==> config.mk <==
export PLATFORM = sky130hd
export DESIGN_NAME = hex_display_scanner
export DESIGN_NICKNAME = d
export VERILOG_FILES = /design/src/rtl/hex_display_scanner.sv
export SDC_FILE = /design/constraint.sdc
export NUM_CORES = 1
export LEC_CHECK = 0
export CAP_MARGIN = 10
export CORE_MARGIN = 2
export CORE_UTILIZATION = 50
export DETAILED_ROUTE_END_ITERATION = 8
export PLACE_DENSITY = 0.73
export SLEW_MARGIN = 20
export SYNTH_ARGS = -nofsm -noshare
export SYNTH_HDL_FRONTEND = slang
export SYNTH_SLANG_ARGS = --single-unit
==> constraint.sdc <==
create_clock -name clk -period 4.5 [get_ports clk]
set_clock_uncertainty 0.2 [all_clocks]
set_input_delay 0.9 -clock clk [delete_from_list [all_inputs] [get_ports clk]]
set_output_delay 0.9 -clock clk [all_outputs]
set_load 0.01 [all_outputs]
==> src/rtl/hex_display_scanner.sv <==
// hex_display_scanner
//   Time-multiplexes a WIDTH-bit value onto a common-anode 7-segment display
//   as hex digits. The value is snapshotted once per full scan frame, on the
//   edge where the digit index wraps back to 0, so one frame never mixes
//   nibbles from two different input values.
//
// Parameters
//   WIDTH    value width, multiple of 4; DIGITS = WIDTH/4
//   CLK_DIV  clk cycles each digit stays lit, >= 2
//
// Ports
//   clk      system clock, rising edge
//   rst      asynchronous active-low reset
//   data_i   value to display
//   an_o     digit enables, active-low, bit k drives nibble k
//   seg_o    segments {g,f,e,d,c,b,a}, active-low
//   frame_o  one-cycle pulse on the edge that loads a new snapshot
//
// Build option
//   LEADING_ZERO_BLANK_EN  when defined, digits above the most significant
//                          non-zero nibble are dark; digit 0 is always lit.

module hex_display_scanner #(
   parameter int WIDTH   = 32,
   parameter int CLK_DIV = 50000
) (
   input  logic               clk,
   input  logic               rst,
   input  logic [WIDTH-1:0]   data_i,
   output logic [WIDTH/4-1:0] an_o,
   output logic [6:0]         seg_o,
   output logic               frame_o
);

   localparam int DIGITS = WIDTH / 4;
   localparam int DW     = $clog2(CLK_DIV);
   localparam int IW     = (DIGITS > 1) ? $clog2(DIGITS) : 1;

   logic [DW-1:0]     div;
   logic [IW-1:0]     idx;
   logic [WIDTH-1:0]  snap;
   logic              tick;
   logic              last_digit;
   logic [3:0]        nibble;
   logic [DIGITS-1:0] an_next;
   logic [6:0]        seg_next;

   function automatic logic [6:0] hex7(input logic [3:0] n);
      logic [6:0] s;
      case (n)
         4'h0:    s = 7'h40;
         4'h1:    s = 7'h79;
         4'h2:    s = 7'h24;
         4'h3:    s = 7'h30;
         4'h4:    s = 7'h19;
         4'h5:    s = 7'h12;
         4'h6:    s = 7'h02;
         4'h7:    s = 7'h78;
         4'h8:    s = 7'h00;
         4'h9:    s = 7'h10;
         4'hA:    s = 7'h08;
         4'hB:    s = 7'h03;
         4'hC:    s = 7'h46;
         4'hD:    s = 7'h21;
         4'hE:    s = 7'h06;
         default: s = 7'h0E;
      endcase
      return s;
   endfunction

   assign tick       = (div == DW'(CLK_DIV - 1));
   assign last_digit = (idx == IW'(DIGITS - 1));

   // Divider, digit index and snapshot.
   always_ff @(posedge clk or negedge rst) begin
      if (!rst) begin
         div     <= '0;
         idx     <= '0;
         snap    <= '0;
         frame_o <= 1'b0;
      end else begin
         frame_o <= 1'b0;
         if (tick) begin
            div <= '0;
            if (last_digit) begin
               idx     <= '0;
               snap    <= data_i;
               frame_o <= 1'b1;
            end else begin
               idx <= idx + 1'b1;
            end
         end else begin
            div <= div + 1'b1;
         end
      end
   end

   // Digit decode from the current idx/snap; registered below, so the pins
   // lag idx by one cycle.
   always_comb begin
      nibble   = 4'(snap >> {idx, 2'b00});
      an_next  = ~(DIGITS'(1) << idx);
      seg_next = hex7(nibble);
`ifdef LEADING_ZERO_BLANK_EN
      begin
         logic [DIGITS-1:0] blank_vec;
         blank_vec    = '0;
         // Digit k is a leading zero when every nibble from k upward is 0.
         for (int k = 1; k < DIGITS; k++) begin
            blank_vec[k] = ((snap >> (4 * k)) == '0);
         end
         if (blank_vec[idx]) begin
            an_next  = '1;
            seg_next = 7'h7F;
         end
      end
`endif
   end

   always_ff @(posedge clk or negedge rst) begin
      if (!rst) begin
         an_o  <= '1;
         seg_o <= 7'h7F;
      end else begin
         an_o  <= an_next;
         seg_o <= seg_next;
      end
   end

endmodule

==> run summary, run 1 <==
Layout cells sized above 1 = 0.289
Skew-Pair Late Insertion Delay = 0.34 ns
Endpoints failing hold = 0
CTS clk-pin slew, worst paths = 0.07 ns
Ys Warns = 0
Cells after synthesis = 223
Critical path peak fanout = 11
Rows = 29
GR Overflow Total = 0
Die Wd = 84.3 um
Post-CTS sizing = 0
R2R depth = 6
PwrDens = 322 mW/mm2
Arr. time, crit path = 2.90 ns
Pwr Total = 1.28 mW
Startpoint types = register
Slew @ Worst Pin = 0.837 ns
Final worst-path cycle share = 0.628
Area grow syn2layout = 23.8%
Critical path type = register to register
Post-place setup slack = 1.66 ns
H-Tree Level Count = 3
Starting DRT DRC Count = 49
Seq cells post-synth = 67
Area of the core = 0.00628 mm2
Most frequent cell after synthesis = dfrtp_1
Detail Route Antenna Nets = 0
Setup_tns = 0 ns
Tot GR Track Use = 0.174
Sequential area share after synthesis = 0.526
Die Footprint = 0.00710 mm2
Final Util = 0.635
RSZ-0062 raised after global routing = no
Crit end category = register
Ports = 50
Vias per inst = 5.22
Initial core utilization = 0.513
Die height = 84.3 um
Top cell type by total area after synthesis = dfrtp_1
Outcome = completed
Hold_buf cts = 0
Postcts setup bufs = 0
Static Leak = 1.83 nW
Fmax achieved = 354 MHz
Synth cell count leaders = 52 x dfrtp_1, 30 x mux2_4, 15 x dfstp_2
Placer Congestion = 0.779
Clk buf depth = 2
Inserted Diodes = 0
Post-DP HPWL = 3900 um
EDFF count, synth = 0
Detailed-route DRC error count = 0
First-pass GRT wire length = 9580 um
Max Cap Viol = 0
Relative slew slack = 0.442
Largest net degree at the start of global routing = 41
Nets = 326
Critical Path RT = 4.57 ns
CTS buffer count = 9
CTS tree = done
Cells taking the most area after synthesis = dfrtp_1 40%, mux2_4 14%, dfstp_2 12%, mux4_2 5.6%, ha_1 5.0%
Drt pass-1 iters = 4
Final setup violation count = 0
FFs w/ async S/R, synth = 1.00
Synth top area share = 0.404
Vias in the first global route = 1,944
Wirelength per Cell = 15.4 um
Routed vias = 1,883
Port bufs = 49
Fin worst setup slack = 1.67 ns
Type of the worst min-delay path = register to register
Synthesized area = 0.00322 mm2
Most used flip-flop cell after synthesis = dfrtp_1
Clock Tree Root = clkbuf_8
Minimum clock period = 2.83 ns
Final Slew Violations = 0
Routed WL = 5560 um
Distinct cells, synth = 38
Worst Hold Path Cells = 1
Mean Syn Cell Area = 14.4 um2
Synthesized Nets = 270
Max IR drop VDD = 0.000262 V
Total clock sinks = 67
Initial antenna violation count = 0
critical path, stage by stage, from the launching register on:
cell	delay, ns
dfrtp_1	0.72
mux4_2	0.57
mux2i_1	0.45
inv_1	0.17
ha_1	0.27
and3_1	0.15
a211o_1	0.23
metal layers:
metal,wire [um],vias to the layer above,GRT usage
met4,44,0,0.0572
met3,226,4,0.0629
met2,2510,40,0.248
met5,0,-,0
met1,2780,928,0.248
li1,-,911,-
cell families after synthesis:
| family | count (synthesis) | share of synthesized area |
|---|---|---|
| DFF | 67 | 0.526 |
| buffers and inverters | 16 | 0.0272 |
| AOI/OAI and AO/OA | 13 | 0.0252 |
| and+or+nand+nor | 48 | 0.0897 |
| xor gates and xnor gates | 12 | 0.0326 |
| muxes | 54 | 0.249 |
| adders and majority gates | 13 | 0.0505 |
flip-flops by register name, indices dropped and copies added (netlist names):
| name | count |
|---|---|
| an_o | 8 |
| div | 16 |
| frame_o | 1 |
| idx | 3 |
| seg_o | 7 |
| snap | 32 |
area by class of cell:
type                            instances  area, um2
Fill cell                             485       2290
Multi-Input combinational cell        140       1440
Timing Repair Buffer                   52        508
Clock inverter                          7       92.6
Clock buffer                            9        124
Tap cell                               77       96.3
Sequential cell                        67       1700
Inverter                                9       33.8
cells in the final DEF (no fill, tap or decap), types with 2 or more instances in the layout:
cell type        synthesis  final
or4bb_1                  2      2
nand2_1                 11     11
a21oi_1                  2      2
clkinv_2                 0      3
mux2_2                   5      5
xor2_1                   5      5
mux2i_1                 10     10
nand4_1                  6      6
clkbuf_8                 0      9
and2_1                   2      2
mux2_4                  30     30
ha_1                    13     13
bufinv_16                0      2
xnor2_1                  7      7
clkinv_4                 0      2
nand3_1                  6      6
buf_4                    1      3
o21ai_0                  6      6
or3_1                    3      3
nor2_1                   8      8
clkdlybuf4s50_1          0     48
dfrtp_1                 52     52
inv_1                    8      8
dfstp_2                 15     15
mux4_2                   8      8
and4_1                   3      3
stage by stage:
| stage | instance area, um2 | instances | hold WS, ns |
|---|---|---|---|
| finish | 3990 | 361 | 0.263 |
| global route | 3990 | 361 | 0.295 |
| CTS | 3990 | 361 | 0.267 |
| detailed placement | 3770 | 345 | 0.257 |
| global placement | 3770 | 345 | 0.250 |
| floorplan | 3220 | 223 | 0.224 |
worst paths after layout:
| path | startpoint | end | slack (ns) |
|---|---|---|---|
| max | idx[0] | seg_o[0] | 1.67 |
| min | div[0] | div[0] | 0.26 |
| max reg2reg | idx[0] | seg_o[0] | 1.67 |
| min reg2reg | div[0] | div[0] | 0.26 |
| max in group asynchronous | rst | snap[1] | 2.77 |
| min in group asynchronous | rst | div[2] | 0.46 |
report_power, final:
group | switching [mW] | internal (mW) | leakage, nW
Clock | 0.233 | 0.311 | 0.113
Combinational | 0.0378 | 0.0672 | 0.920
Sequential | 0.00998 | 0.626 | 0.795
(Power assumes the default switching activity.)
==> run 2, diff against run 1 <==
==> constraint.sdc (replaced) <==
create_clock -name clk -period 2.9 [get_ports clk]
set_clock_uncertainty 0.2 [all_clocks]
set_input_delay 0.58 -clock clk [delete_from_list [all_inputs] [get_ports clk]]
set_output_delay 0.58 -clock clk [all_outputs]
set_load 0.01 [all_outputs]
==> run 2 against run 1 <==
Cell count grew 0.55%. Fmax grew 9.8%. Sequential share of layout area grew 0.40 points. Power grew 38%. Sequential power grew 55%. First-iteration DRC count grew 16%. Via count grew 2.3%. Critical endpoint unchanged. Largest power group unchanged. Highest routed layer unchanged.
==> run summary, run 2 (synthesized netlist as in run 1, its figures left out) <==
Max Cap Viol = 0 (unchanged)
Critical path type = register to register
Cell count after placement = 347 (+0.58%)
GR Overflow Total = 0 (unchanged)
Setup_tns = 0 ns (unchanged)
Final Util = 0.629 (-0.00598)
CTS clk-pin slew, worst paths = 0.06 ns (about the same)
Detail Route Antenna Nets = 0 (unchanged)
Rows = 29 (unchanged)
Vias in the first global route = 1,928 (-0.82%)
Worst hold slack = 0.0585 ns (-0.204 ns)
Starting DRT DRC Count = 57 (+16%)
Wirelength per Cell = 15.2 um (-1.3%)
Detailed-route DRC error count = 0 (unchanged)
Ports = 50 (unchanged)
Drt pass-1 iters = 4 (unchanged)
CTS buffer count = 9 (unchanged)
Largest register by flop count = snap
CTS tree = done
Startpoint types = register
Static Leak = 1.81 nW (-1.3%)
PwrDens = 450 mW/mm2 (+40%)
Post-DP HPWL = 3890 um (-0.24%)
Clk buf depth = 2 (unchanged)
Hold_buf cts = 0 (unchanged)
Die Wd = 84.3 um (unchanged)
First-pass GRT wire length = 9520 um (-0.65%)
Total clock sinks = 67 (unchanged)
Max IR drop VDD = 0.000265 V (+0.94%)
Vias per inst = 5.31 (+1.7%)
Postcts setup bufs = 0 (unchanged)
Minimum clock period = 2.58 ns (-0.252 ns)
Final worst-path cycle share = 0.888 (+0.260)
Post-CTS sizing = 0 (unchanged)
Initial antenna violation count = 0 (unchanged)
Final setup violation count = 0 (unchanged)
Commonest cells after routing, fill and taps aside = 52 x dfrtp_1, 48 x clkdlybuf4s50_1, 30 x mux2_4, 15 x dfstp_2, 13 x ha_1
Die height = 84.3 um (unchanged)
Max reg flops = 32 (unchanged)
Clock Tree Root = clkbuf_8
Final Slew Violations = 0 (unchanged)
Fmax achieved = 388 MHz (+9.8%)
Area grow syn2layout = 22.6%
Inserted Diodes = 0 (unchanged)
H-Tree Level Count = 3 (unchanged)
Biggest regs = snap (32), div (16), an_o (8)
Critical path peak fanout = 11 (unchanged)
Area of the core = 0.00628 mm2 (unchanged)
Pwr Total = 1.78 mW (+38%)
Routed vias = 1,926 (+2.3%)
Skew-Pair Late Insertion Delay = 0.33 ns (about the same)
Arr. time, crit path = 2.63 ns (-0.27 ns)
Slew @ Worst Pin = 0.593 ns (-0.244 ns)
Commonest non-fill, non-tap cell in the layout = dfrtp_1
Placer Congestion = 0.776 (-0.36%)
Endpoints failing hold = 0 (unchanged)
Relative slew slack = 0.604 (+0.162)
Type of the worst min-delay path = primary input to asynchronous set/reset pin
Reg2Reg Setup Slack = 0.32 ns (-1.35 ns)
Initial core utilization = 0.513 (unchanged)
RSZ-0062 raised after global routing = no
Fin cells = 363 (+0.55%)
Routed WL = 5520 um (-0.76%)
Critical Path RT = 2.95 ns (-1.62 ns)
Tot GR Track Use = 0.172 (-0.00186)
Layout cells sized above 1 = 0.273 (-0.0160)
R2R depth = 7 (+1)
Crit end category = register
Largest net degree at the start of global routing = 68 (+66%)
Port bufs = 49 (unchanged)
Outcome = completed
Nets = 328 (+0.61%)
Die Footprint = 0.00710 mm2 (unchanged)
-- run 2: area by class of cell --
class,count,area (um2)
Tap cell,77,96.3
Clock buffer,15,146
Inverter,9,33.8
Sequential cell,67,1700
Multi-Input combinational cell,140,1440
Timing Repair Buffer,54,536
Clock inverter,1,5.00
Fill cell,466,2330
-- run 2: critical path: stages, from the launching register on --
cell	delay (ns)
dfrtp_1	0.71
mux4_2	0.59
mux2i_1	0.14
buf_4	0.16
inv_1	0.07
ha_1	0.24
and3_1	0.16
a211o_1	0.22
-- run 2: metrics by stage --
stage	area (um2)	setup slack, ns
after floorplan	3220	0.431
after global placement	3800	0.348
after detailed placement	3800	0.322
after CTS	3950	0.304
after global routing	3950	0.154
final	3950	0.325
-- run 2: where the power goes --
group | total (mW) | internal (mW) | switching [mW]
registers | 0.988 | 0.972 | 0.0155
logic | 0.168 | 0.108 | 0.0599
clock network | 0.621 | 0.311 | 0.309
-- run 2: path summary, 6_finish.rpt --
| path | startpoint | to |
|---|---|---|
| min | rst | div[13] |
| max reg2reg | idx[0] | seg_o[0] |
| max | idx[0] | seg_o[0] |
| min in group clk | div[0] | div[0] |
| min reg2reg | div[0] | div[0] |
| max in group asynchronous | rst | seg_o[6] |
-- run 2: metal layers --
metal | part of all wire | global-route usage
met1 | 0.46 | 0.236
met2 | 0.49 | 0.258
met3 | 0.032 | 0.0344
met4 | 0.018 | 0.0938
met5 | 0 | 0
